--- config.mk ---
export PLATFORM = sky130hd
export DESIGN_NAME = backdoor_driver
export DESIGN_NICKNAME = d
export VERILOG_FILES = /design/src/rtl/backdoor_pkg.sv /design/src/rtl/backdoor_driver.sv
export SDC_FILE = /design/constraint.sdc
export NUM_CORES = 1
export LEC_CHECK = 0
export BUFFER_PORTS_ARGS = -buffer_cell sky130_fd_sc_hd__buf_2
export CAP_MARGIN = 20
export CORE_ASPECT_RATIO = 0.8
export CORE_MARGIN = 8
export CORE_UTILIZATION = 30
export CTS_CLUSTER_SIZE = 14
export DETAILED_ROUTE_END_ITERATION = 10
export PLACE_DENSITY = 0.55
export SYNTH_ARGS = -nofsm -noshare
export SYNTH_HDL_FRONTEND = slang
export SYNTH_SLANG_ARGS = --single-unit
--- constraint.sdc ---
create_clock -name clock -period 5.15 [get_ports clock]
set_clock_uncertainty 0.1 [all_clocks]
set_input_delay 1.03 -clock clock [delete_from_list [all_inputs] [get_ports clock]]
set_output_delay 1.03 -clock clock [all_outputs]
set_load 0.1 [all_outputs]
--- src/rtl/backdoor_pkg.sv ---
// Shared opcode and state encodings for the backdoor access port initiator.
package backdoor_pkg;

  typedef enum logic [31:0] {
    NOP    = 32'd0,
    WR_REG = 32'd1,
    RD_REG = 32'd2,
    WR_MEM = 32'd3,
    RD_MEM = 32'd4
  } bd_op_e;

  localparam logic [31:0] IDLE_SIG = 32'hdeadbeef;

  typedef enum logic [2:0] {
    IDLE,
    WRITE,
    RD_ISSUE,
    RD_RESP,
    DONE,
    ERR
  } bd_state_e;

  function automatic logic is_write_op(input logic [31:0] op);
    return (op == WR_REG) || (op == WR_MEM);
  endfunction

  function automatic logic is_read_op(input logic [31:0] op);
    return (op == RD_REG) || (op == RD_MEM);
  endfunction

endpackage

--- src/rtl/backdoor_driver.sv ---
// Sequences host transactions into word-by-word backdoor commands and
// returns read data from the combinational backdoor responder.
module backdoor_driver
  import backdoor_pkg::*;
#(
  parameter int MAX_WORDS = 16,
  parameter int CW        = $clog2(MAX_WORDS + 1)
) (
  input  logic          clock,
  input  logic          reset,
  input  logic          req_valid,
  output logic          req_ready,
  input  logic [31:0]   req_op,
  input  logic [31:0]   req_id,
  input  logic [31:0]   req_mask,
  input  logic [CW-1:0] req_count,
  input  logic          wr_valid,
  output logic          wr_ready,
  input  logic [31:0]   wr_data,
  output logic          rd_valid,
  input  logic          rd_ready,
  output logic [31:0]   rd_data,
  output logic          rd_last,
  output logic          done,
  output logic          err,
  output logic          link_ok,
  output logic [31:0]   acc_opcode,
  output logic [31:0]   acc_id,
  output logic [31:0]   acc_mask,
  output logic [31:0]   acc_in,
  input  logic [31:0]   acc_out
);

  bd_state_e     state_q, state_d;
  logic [31:0]   op_q, op_d, id_q, id_d, base_q, base_d;
  logic [CW-1:0] count_q, count_d, idx_q, idx_d;
  logic [31:0]   acc_opcode_q, acc_opcode_d, acc_id_q, acc_id_d;
  logic [31:0]   acc_mask_q, acc_mask_d, acc_in_q, acc_in_d;
  logic [31:0]   rd_data_q, rd_data_d;
  logic          link_ok_q, link_ok_d;
  logic          last_word, req_ok;

  assign last_word = (idx_q == count_q - CW'(1));
  assign req_ok    = (is_write_op(req_op) || is_read_op(req_op)) &&
                     (req_count != '0) && (req_count <= CW'(MAX_WORDS));

  // Command registers default to nop; only a beat or a read issue loads them.
  always_comb begin
    state_d      = state_q;
    op_d         = op_q;
    id_d         = id_q;
    base_d       = base_q;
    count_d      = count_q;
    idx_d        = idx_q;
    acc_opcode_d = NOP;
    acc_id_d     = '0;
    acc_mask_d   = '0;
    acc_in_d     = '0;
    rd_data_d    = rd_data_q;
    link_ok_d    = link_ok_q;
    unique case (state_q)
      IDLE: begin
        link_ok_d = (acc_out == IDLE_SIG);
        if (req_valid) begin
          op_d    = req_op;
          id_d    = req_id;
          base_d  = req_mask;
          count_d = req_count;
          idx_d   = '0;
          if (!req_ok) begin
            state_d = ERR;
          end else if (is_write_op(req_op)) begin
            state_d = WRITE;
          end else begin
            state_d      = RD_ISSUE;
            acc_opcode_d = req_op;
            acc_id_d     = req_id;
            acc_mask_d   = req_mask;
          end
        end
      end
      WRITE: begin
        if (wr_valid) begin
          acc_opcode_d = op_q;
          acc_id_d     = id_q;
          acc_mask_d   = base_q + 32'(idx_q);
          acc_in_d     = wr_data;
          idx_d        = idx_q + CW'(1);
          if (last_word) state_d = DONE;
        end
      end
      RD_ISSUE: begin
        rd_data_d = acc_out;
        state_d   = RD_RESP;
      end
      RD_RESP: begin
        if (rd_ready) begin
          if (last_word) begin
            state_d = DONE;
          end else begin
            idx_d        = idx_q + CW'(1);
            state_d      = RD_ISSUE;
            acc_opcode_d = op_q;
            acc_id_d     = id_q;
            acc_mask_d   = base_q + 32'(idx_q) + 32'd1;
          end
        end
      end
      DONE:    state_d = IDLE;
      ERR:     state_d = IDLE;
      default: state_d = IDLE;
    endcase
  end

  always_ff @(posedge clock) begin
    if (reset) begin
      state_q      <= IDLE;
      acc_opcode_q <= '0;
      acc_id_q     <= '0;
      acc_mask_q   <= '0;
      acc_in_q     <= '0;
      rd_data_q    <= '0;
      link_ok_q    <= 1'b0;
    end else begin
      state_q      <= state_d;
      acc_opcode_q <= acc_opcode_d;
      acc_id_q     <= acc_id_d;
      acc_mask_q   <= acc_mask_d;
      acc_in_q     <= acc_in_d;
      rd_data_q    <= rd_data_d;
      link_ok_q    <= link_ok_d;
    end
  end

  // Transaction context is always reloaded on acceptance, so it needs no reset.
  always_ff @(posedge clock) begin
    op_q    <= op_d;
    id_q    <= id_d;
    base_q  <= base_d;
    count_q <= count_d;
    idx_q   <= idx_d;
  end

  assign req_ready  = (state_q == IDLE);
  assign wr_ready   = (state_q == WRITE);
  assign rd_valid   = (state_q == RD_RESP);
  assign rd_last    = rd_valid && last_word;
  assign rd_data    = rd_data_q;
  assign done       = (state_q == DONE) || (state_q == ERR);
  assign err        = (state_q == ERR);
  assign link_ok    = link_ok_q;
  assign acc_opcode = acc_opcode_q;
  assign acc_id     = acc_id_q;
  assign acc_mask   = acc_mask_q;
  assign acc_in     = acc_in_q;

endmodule

==> flow_summary.yaml, run 1 <==
run_status:
  status: "finished clean"
detailed_routing:
  wl_met1_mm: 15.05
  wl_mm: 33.58
  drc: 0
  met2_wirelength_mm: 14.57
  drtAntennaViolNets: 0
  vias: 8818
  routed_via_density: 4.803
  wire_per_inst_um: 18.29
  drtPass1Iterations: 4
  top_layer: "met5"
  drtIter0Drc: 583
  wl_met3_mm: 2.920
floorplan:
  initial_core_util_pct: 30.21
  rows: 62
  pin_count: 337
  core_region_area_um2: 35610
  dieWidth_um: 227.7
  chipHeight_um: 185.4
  die_area_um2: 42210
timing:
  max-slew-margin-rel_pct: 30.83
  finalHoldViolCount: 0
  period_share_pct: 79.61
  finalSetupViolCount: 0
  tns_ns: 0
  rsz0062_at_grt: "no"
  period_needed_ns: 4.100
  fmaxAchievable_mhz: 243.9
  worst_pin_slew_ns: 1.028
  slew_violations: 0
critical_path:
  cp_cell_sequence: "ha_1 -> fa_1 -> a211oi_2 -> o21a_1 -> xnor2_1 -> nand3_2 -> nor4_1 -> and3b_1 -> nor3b_1 -> xor2_1 -> o21ai_1"
  cp-start-kind: "flop"
  rrSetupSlack_ns: 1.05
  cp_max_fo: 11
  worst-endpoint-required_ns: 5.51
  worstReg2RegEnd: "acc_mask[27]$_SDFF_PP0_"
  cp_data_arrival_time_ns: 4.46
  cpPeakStageDelay_ns: 0.47
  r2r_cells: 11
  worstReg2RegStart: "idx_q[0]$_SDFFCE_PN0P_"
  worstSetupPathType: "reg2reg"
  slowest_stage: "edfxtp_1"
  worst_setup_path_end_kind: "flop"
global_routing:
  grt_pass1_wl_mm: 52.37
  grt_pass1_vias: 9046
  track_usage_pct: 15.39
  antenna_found_initial: 4
  grt_start_max_net_pins: 64
  overflow: 0
clock_tree:
  clockBufferDepth: 3
  cts_buffers: 29
  cts.sinks: 270
  htreeDepth: 1
  cts_root_buf: "clkbuf_16"
  insertion_delay_ns: 0.57
  path_clk_slew_ns: 0.07
  cts_tree: "yes"
  hold_buffers: 0
  post_cts_buffers: 0
  cts_resized: 0
final_layout:
  area_delta_synth_final_pct: 29.16
  drive_gt1_share_pct: 30.35
  finalNonFillerCells: 1836
  layout.nets: 1510
pwr:
  pwr-share-comb_pct: 15.8
  switching_share_pct: 29.65
  p_sw_mw: 1.557
  total_power_mw: 5.252
  ir_worst_vdd_mv: 0.2118
  p_clk_share_pct: 38.0
  p_seq_share_pct: 46.2
  powerDensity_nw_per_um2: 378.0
  intPower_mw: 3.695
  p_leak_nw: 5.712
yosys:
  syn-num-nets: 1181
  syn_avg_cell_area_um2: 10.74
  synth_seq_area_share_pct: 60.11
  synth_flop_cell: "dfxtp_1"
  async_reset_ff_share_pct: 0
  synthesis.area_um2: 10760
  synth_cells: 1002
  ys_types: 74
  ys_ff_latch: 270
  synth_edf_count: 106
  yosys_warnings: 0
place:
  dp.cells: 1780
  io_buffers: 336
  gp_congestion: 0.8786
  dp_hpwl_mm: 24.93
hold_path:
  hold_depth: 1
  worstHoldStart: "op_q[19]$_DFFE_PP_"
  hold_path_end: "acc_opcode[19]$_SDFF_PP0_"
  min_path_type: "reg2reg"
run:
  drv_cap: 0
## placed cells by master (no fill, tap or decap), drive strengths merged, types with 3 or more instances in the layout
master and instances:
nor4b 4, a221oi 5, xnor2 29, edfxtp 106, nor3b 3, nor3 15
nor2 91, nand4 18, a32oi 3, a211o 3, nand3 26, and3 9
a211oi 3, inv 16, clkbuf 38, ha 8, nand2 113, a21oi 64
or3 7, a21o 3, or4 4, nand2b 4, xor2 29, o211ai 8
nor4 15, clkinv 11, o22ai 10, nand4b 8, a22oi 47, buf 350
o21ai 21, dfxtp 164, nor2b 13, and2 66
## metrics by stage
stage	setup WS, ns	hold WS [ns]	instance area, µm²	util [%]
2_1_floorplan	0.3256	0.3203	10760	-
3_3_place_gp	1.162	0.3221	12940	36.34
3_5_place_dp	1.108	0.3252	12980	36.46
4_1_cts	1.079	0.3403	13890	39.01
5_1_grt	0.7688	0.3533	13890	39.01
6_report	1.050	0.3371	13890	39.02
## synthesized netlist by cell type (all sizes together), types with 4 or more instances
cell type	number	area (µm²)
buf	12	65.06
nand2	113	424.2
nand2b	4	25.02
edfxtp	106	3183
xor2	29	254.0
a21oi	64	320.3
a221oi	5	43.79
o22ai	10	62.56
xnor2	29	261.5
and2	66	412.9
or4	4	30.03
clkbuf	40	150.1
o211ai	8	65.06
or3	7	43.79
nand4	18	118.9
nor2b	13	81.33
nor4b	4	56.30
ha	8	100.1
nand3	26	140.1
nor2	91	341.6
o21ai	21	105.1
inv	12	45.04
a22oi	47	352.8
nor4	15	93.84
nand4b	8	70.07
dfxtp	164	3283
and3	9	56.30
nor3	15	75.07
## routing by layer
| layer | vias up | track usage [%] |
|---|---|---|
| li1 | 4257 | - |
| met1 | 4145 | 19.84 |
| met2 | 347 | 24.03 |
| met3 | 63 | 5.495 |
| met4 | 6 | 4.669 |
| met5 | - | 0 |
## power groups by stage
stage	sequential, mW	clock (mW)	combinational (mW)
after CTS	2.43	2.08	0.832
after global placement	2.47	0	0.824
after detailed placement	2.47	0	0.828
after floorplan	2.66	0	0.397
after global routing	2.44	2.16	0.895
final	2.43	2.00	0.828
## sequential cells by signal (all words and copies together) (netlist names)
register,flops
acc_id,32
acc_in,32
acc_mask,32
acc_opcode,32
base_q,32
count_q,5
id_q,32
idx_q,5
link_ok,1
op_q,32
rd_data,32
state_q,3
## how the worst max path moves through the flow
stage | end | slack [ns] | cells past startpoint | from
final | acc_mask[27]$_SDFF_PP0_ | 1.05 | 11 | idx_q[0]$_SDFFCE_PN0P_
after global routing | acc_mask[27]$_SDFF_PP0_ | 0.77 | 11 | idx_q[0]$_SDFFCE_PN0P_
after CTS | acc_mask[30]$_SDFF_PP0_ | 1.08 | 11 | idx_q[0]$_SDFFCE_PN0P_
after detailed placement | acc_mask[20]$_SDFF_PP0_ | 1.11 | 11 | idx_q[0]$_SDFFCE_PN0P_
after global placement | acc_mask[20]$_SDFF_PP0_ | 1.16 | 11 | idx_q[0]$_SDFFCE_PN0P_
after floorplan | base_q[0]$_DFFE_PP_ | 0.33 | 3 | state_q[0]$_SDFFE_PP0P_
## critical path, delay by kind of cell, from the launching register on
| family | cells | cell delay (ns) |
|---|---|---|
| AOI/OAI and AO/OA | 3 | 0.90 |
| xor gates and xnor gates | 2 | 0.50 |
| adders and majority gates | 2 | 0.68 |
| DFF | 1 | 0.47 |
| and+or+nand+nor | 4 | 1.31 |
## layout make-up
class                      instances  area (µm²)
timing repair buffer             350        1814
fill                            3579       21710
multi-input combinational        668        4058
antenna                            2       5.005
tap                              480       600.6
clock buffer                      38       769.5
inverter                          12       45.04
sequential                       270        6466
clock inverter                    16       136.4
## logic make-up (layout without fill, tap and decap cells)
family,Yosys count,after routing,share of synthesized area (%)
other cells,0,2,0
flops,270,270,60.11
mux,3,3,0.2908
fa+ha+maj,9,9,1.117
compound gates,189,189,11.63
buf+inv,64,416,2.419
xor+xnor,58,58,4.792
simple gates,409,409,19.64
(Power assumes the default switching activity.)
==> inputs of run 2 (changes only) <==
--- a/config.mk
+++ b/config.mk
@@ -5,6 +5,7 @@
 export SDC_FILE = /design/constraint.sdc
 export NUM_CORES = 1
 export LEC_CHECK = 0
+export ABC_AREA = 1
 export BUFFER_PORTS_ARGS = -buffer_cell sky130_fd_sc_hd__buf_2
 export CAP_MARGIN = 20
 export CORE_ASPECT_RATIO = 0.8
@@ -12,7 +13,7 @@
 export CORE_UTILIZATION = 30
 export CTS_CLUSTER_SIZE = 14
 export DETAILED_ROUTE_END_ITERATION = 10
-export PLACE_DENSITY = 0.55
+export PLACE_DENSITY = 0.54
 export SYNTH_ARGS = -nofsm -noshare
 export SYNTH_HDL_FRONTEND = slang
 export SYNTH_SLANG_ARGS = --single-unit
==> constraint.sdc (replaced) <==
create_clock -name clock -period 4.2 [get_ports clock]
set_clock_uncertainty 0.1 [all_clocks]
set_input_delay 0.84 -clock clock [delete_from_list [all_inputs] [get_ports clock]]
set_output_delay 0.84 -clock clock [all_outputs]
set_load 0.1 [all_outputs]
==> run 2 against run 1 <==
Sequential share of layout area is 3.6 points lower. Sequential cell count stayed put. Die area is 8.5% higher. Worst setup slack worse by 0.33 ns. First-iteration DRC count is 16% higher. Largest cell class unchanged. Largest power group unchanged.
==> flow_summary.yaml, run 2 <==
run_status:
  status: "finished clean"
timing:
  worst_pin_slew_ns: 0.7726
  finalHoldViolCount: 0
  slew_violations: 0
  tns_ns: 0
  rsz0062_at_grt: "no"
  fmaxAchievable_mhz: 287.1
  finalSetupViolCount: 0
  period_share_pct: 82.94
  period_needed_ns: 3.483
  max-slew-margin-rel_pct: 48.49
global_routing:
  grt_pass1_vias: 10510
  antenna_found_initial: 9
  track_usage_pct: 17.02
  grt_pass1_wl_mm: 60.97
  grt_start_max_net_pins: 67
  overflow: 0
detailed_routing:
  drtAntennaViolNets: 0
  drc: 0
  drtIter0Drc: 674
  vias: 10496
  wire_per_inst_um: 18.05
  routed_via_density: 4.646
  drtPass1Iterations: 5
  wl_mm: 40.78
floorplan:
  dieWidth_um: 237.3
  die_area_um2: 45810
  initial_core_util_pct: 30.11
  chipHeight_um: 193.1
  pin_count: 337
  core_region_area_um2: 39040
  rows: 65
yosys:
  yosysMostFrequentCell: "nand2_1"
  yosysTopAreaCell: "dfxtp_1"
  synth_edf_count: 106
  ys_types: 44
  synth_top_area_share_pct: 27.93
  async_reset_ff_share_pct: 0
  ys_ff_latch: 270
  syn_avg_cell_area_um2: 8.439
  synth_seq_area_share_pct: 55.01
  synth_cells: 1393
  ys_top_cells_by_area: "dfxtp_1, edfxtp_1, nand2_1"
  syn-num-nets: 1572
  synthTopCellsByCount: "nand2_1, nor2_1, dfxtp_1"
  synth_flop_cell: "dfxtp_1"
  yosys_warnings: 0
  synthesis.area_um2: 11760
final_layout:
  final_core_util_pct: 38.61
  fin_area_um2: 15070
  final_common_cell: "buf_2"
  area_delta_synth_final_pct: 28.21
  layout.nets: 1909
  layout_common_cells: "buf_2, nand2_1, nor2_1"
  drive_gt1_share_pct: 29.36
  n_fill_cell: 4081
pwr:
  powerDensity_nw_per_um2: 514.2
  ir_worst_vdd_mv: 0.3572
  p_leak_nw: 6.829
  total_power_mw: 7.750
run:
  drv_cap: 0
place:
  gp_congestion: 0.9207
  dp_hpwl_mm: 31.32
  dpl_cell_area_um2: 14000
  io_buffers: 336
critical_path:
  worst_setup_path_end_kind: "output pin"
  worstSetupPathType: "reg2out"
  worst-endpoint-required_ns: 3.26
  cp_data_arrival_time_ns: 2.54
  cp_max_fo: 4
  rrSetupSlack_ns: 1.07
  cp-start-kind: "flop"
clock_tree:
  clockBufferDepth: 3
  post_cts_buffers: 0
  path_clk_slew_ns: 0.06
  hold_buffers: 0
  cts_resized: 0
  insertion_delay_ns: 0.57
  cts_tree: "yes"
  cts_buffers: 30
  cts.sinks: 270
  htreeDepth: 1
  cts_root_buf: "clkbuf_16"
hold_path:
  min_path_type: "in2reg"
==> run 2: area by class of cell <==
cell class | count | area [µm²] | area share, %
repair buffers | 349 | 1814 | 12.04
inverters | 152 | 571.8 | 3.794
flip-flops and latches | 270 | 6466 | 42.91
clock inverters | 15 | 146.4 | 0.9714
diodes | 3 | 7.507 | 0.04981
multi-input cells | 927 | 4543 | 30.15
well taps | 502 | 628.1 | 4.168
clock buffers | 41 | 893.4 | 5.928
==> run 2: stage by stage <==
step,worst slack [ns],hold WS (ns),cells
after floorplan,0.1088,0.3401,1393
after global placement,1.035,0.3440,2199
after detailed placement,1.060,0.3493,2199
after CTS,0.6628,0.3168,2255
after global routing,0.5179,0.3194,2257
final,0.7167,0.3544,2259
==> run 2: final timing paths <==
path	to	cells after the start	start
max	rd_last	8	count_q[0]$_DFFE_PP_
max reg2reg	acc_id[3]$_SDFF_PP0_	12	count_q[0]$_DFFE_PP_
min reg2reg	acc_opcode[14]$_SDFF_PP0_	2	op_q[14]$_DFFE_PP_
min	op_q[26]$_DFFE_PP_	1	req_op[26]
==> run 2: cell families after synthesis <==
logic type                 after synthesis  synth area share, %
AOI/OAI and AO/OA                      157                7.078
xor gates and xnor gates                12               0.8941
adders and majority gates                9                1.022
buffers and inverters                  196                6.557
DFF                                    270                55.01
and+or+nand+nor                        749                29.44
==> run 2: power by group <==
group	switching (mW)	internal, mW
Combinational	1.46	0.443
Clock	1.13	1.57
Sequential	0.135	3.01
Total	2.73	5.02
==> run 2: worst max-delay path, cell delays in order, from the launching register on <==
cell and delay [ns]:
edfxtp_1 0.38, inv_1 0.07, ha_1 0.30, or2_2 0.11, nand4_1 0.08, nor2_1 0.11
nand3_1 0.17, nor3_1 0.25, buf_2 0.49
==> run 2: per-layer routing <==
layer	share of wire, %	vias to the layer above	global-route usage (%)
li1	-	5178	-
met1	44	4860	22.14
met2	44	386	26.53
met3	9.6	60	6.577
met4	2.1	12	3.987
met5	0.16	-	0
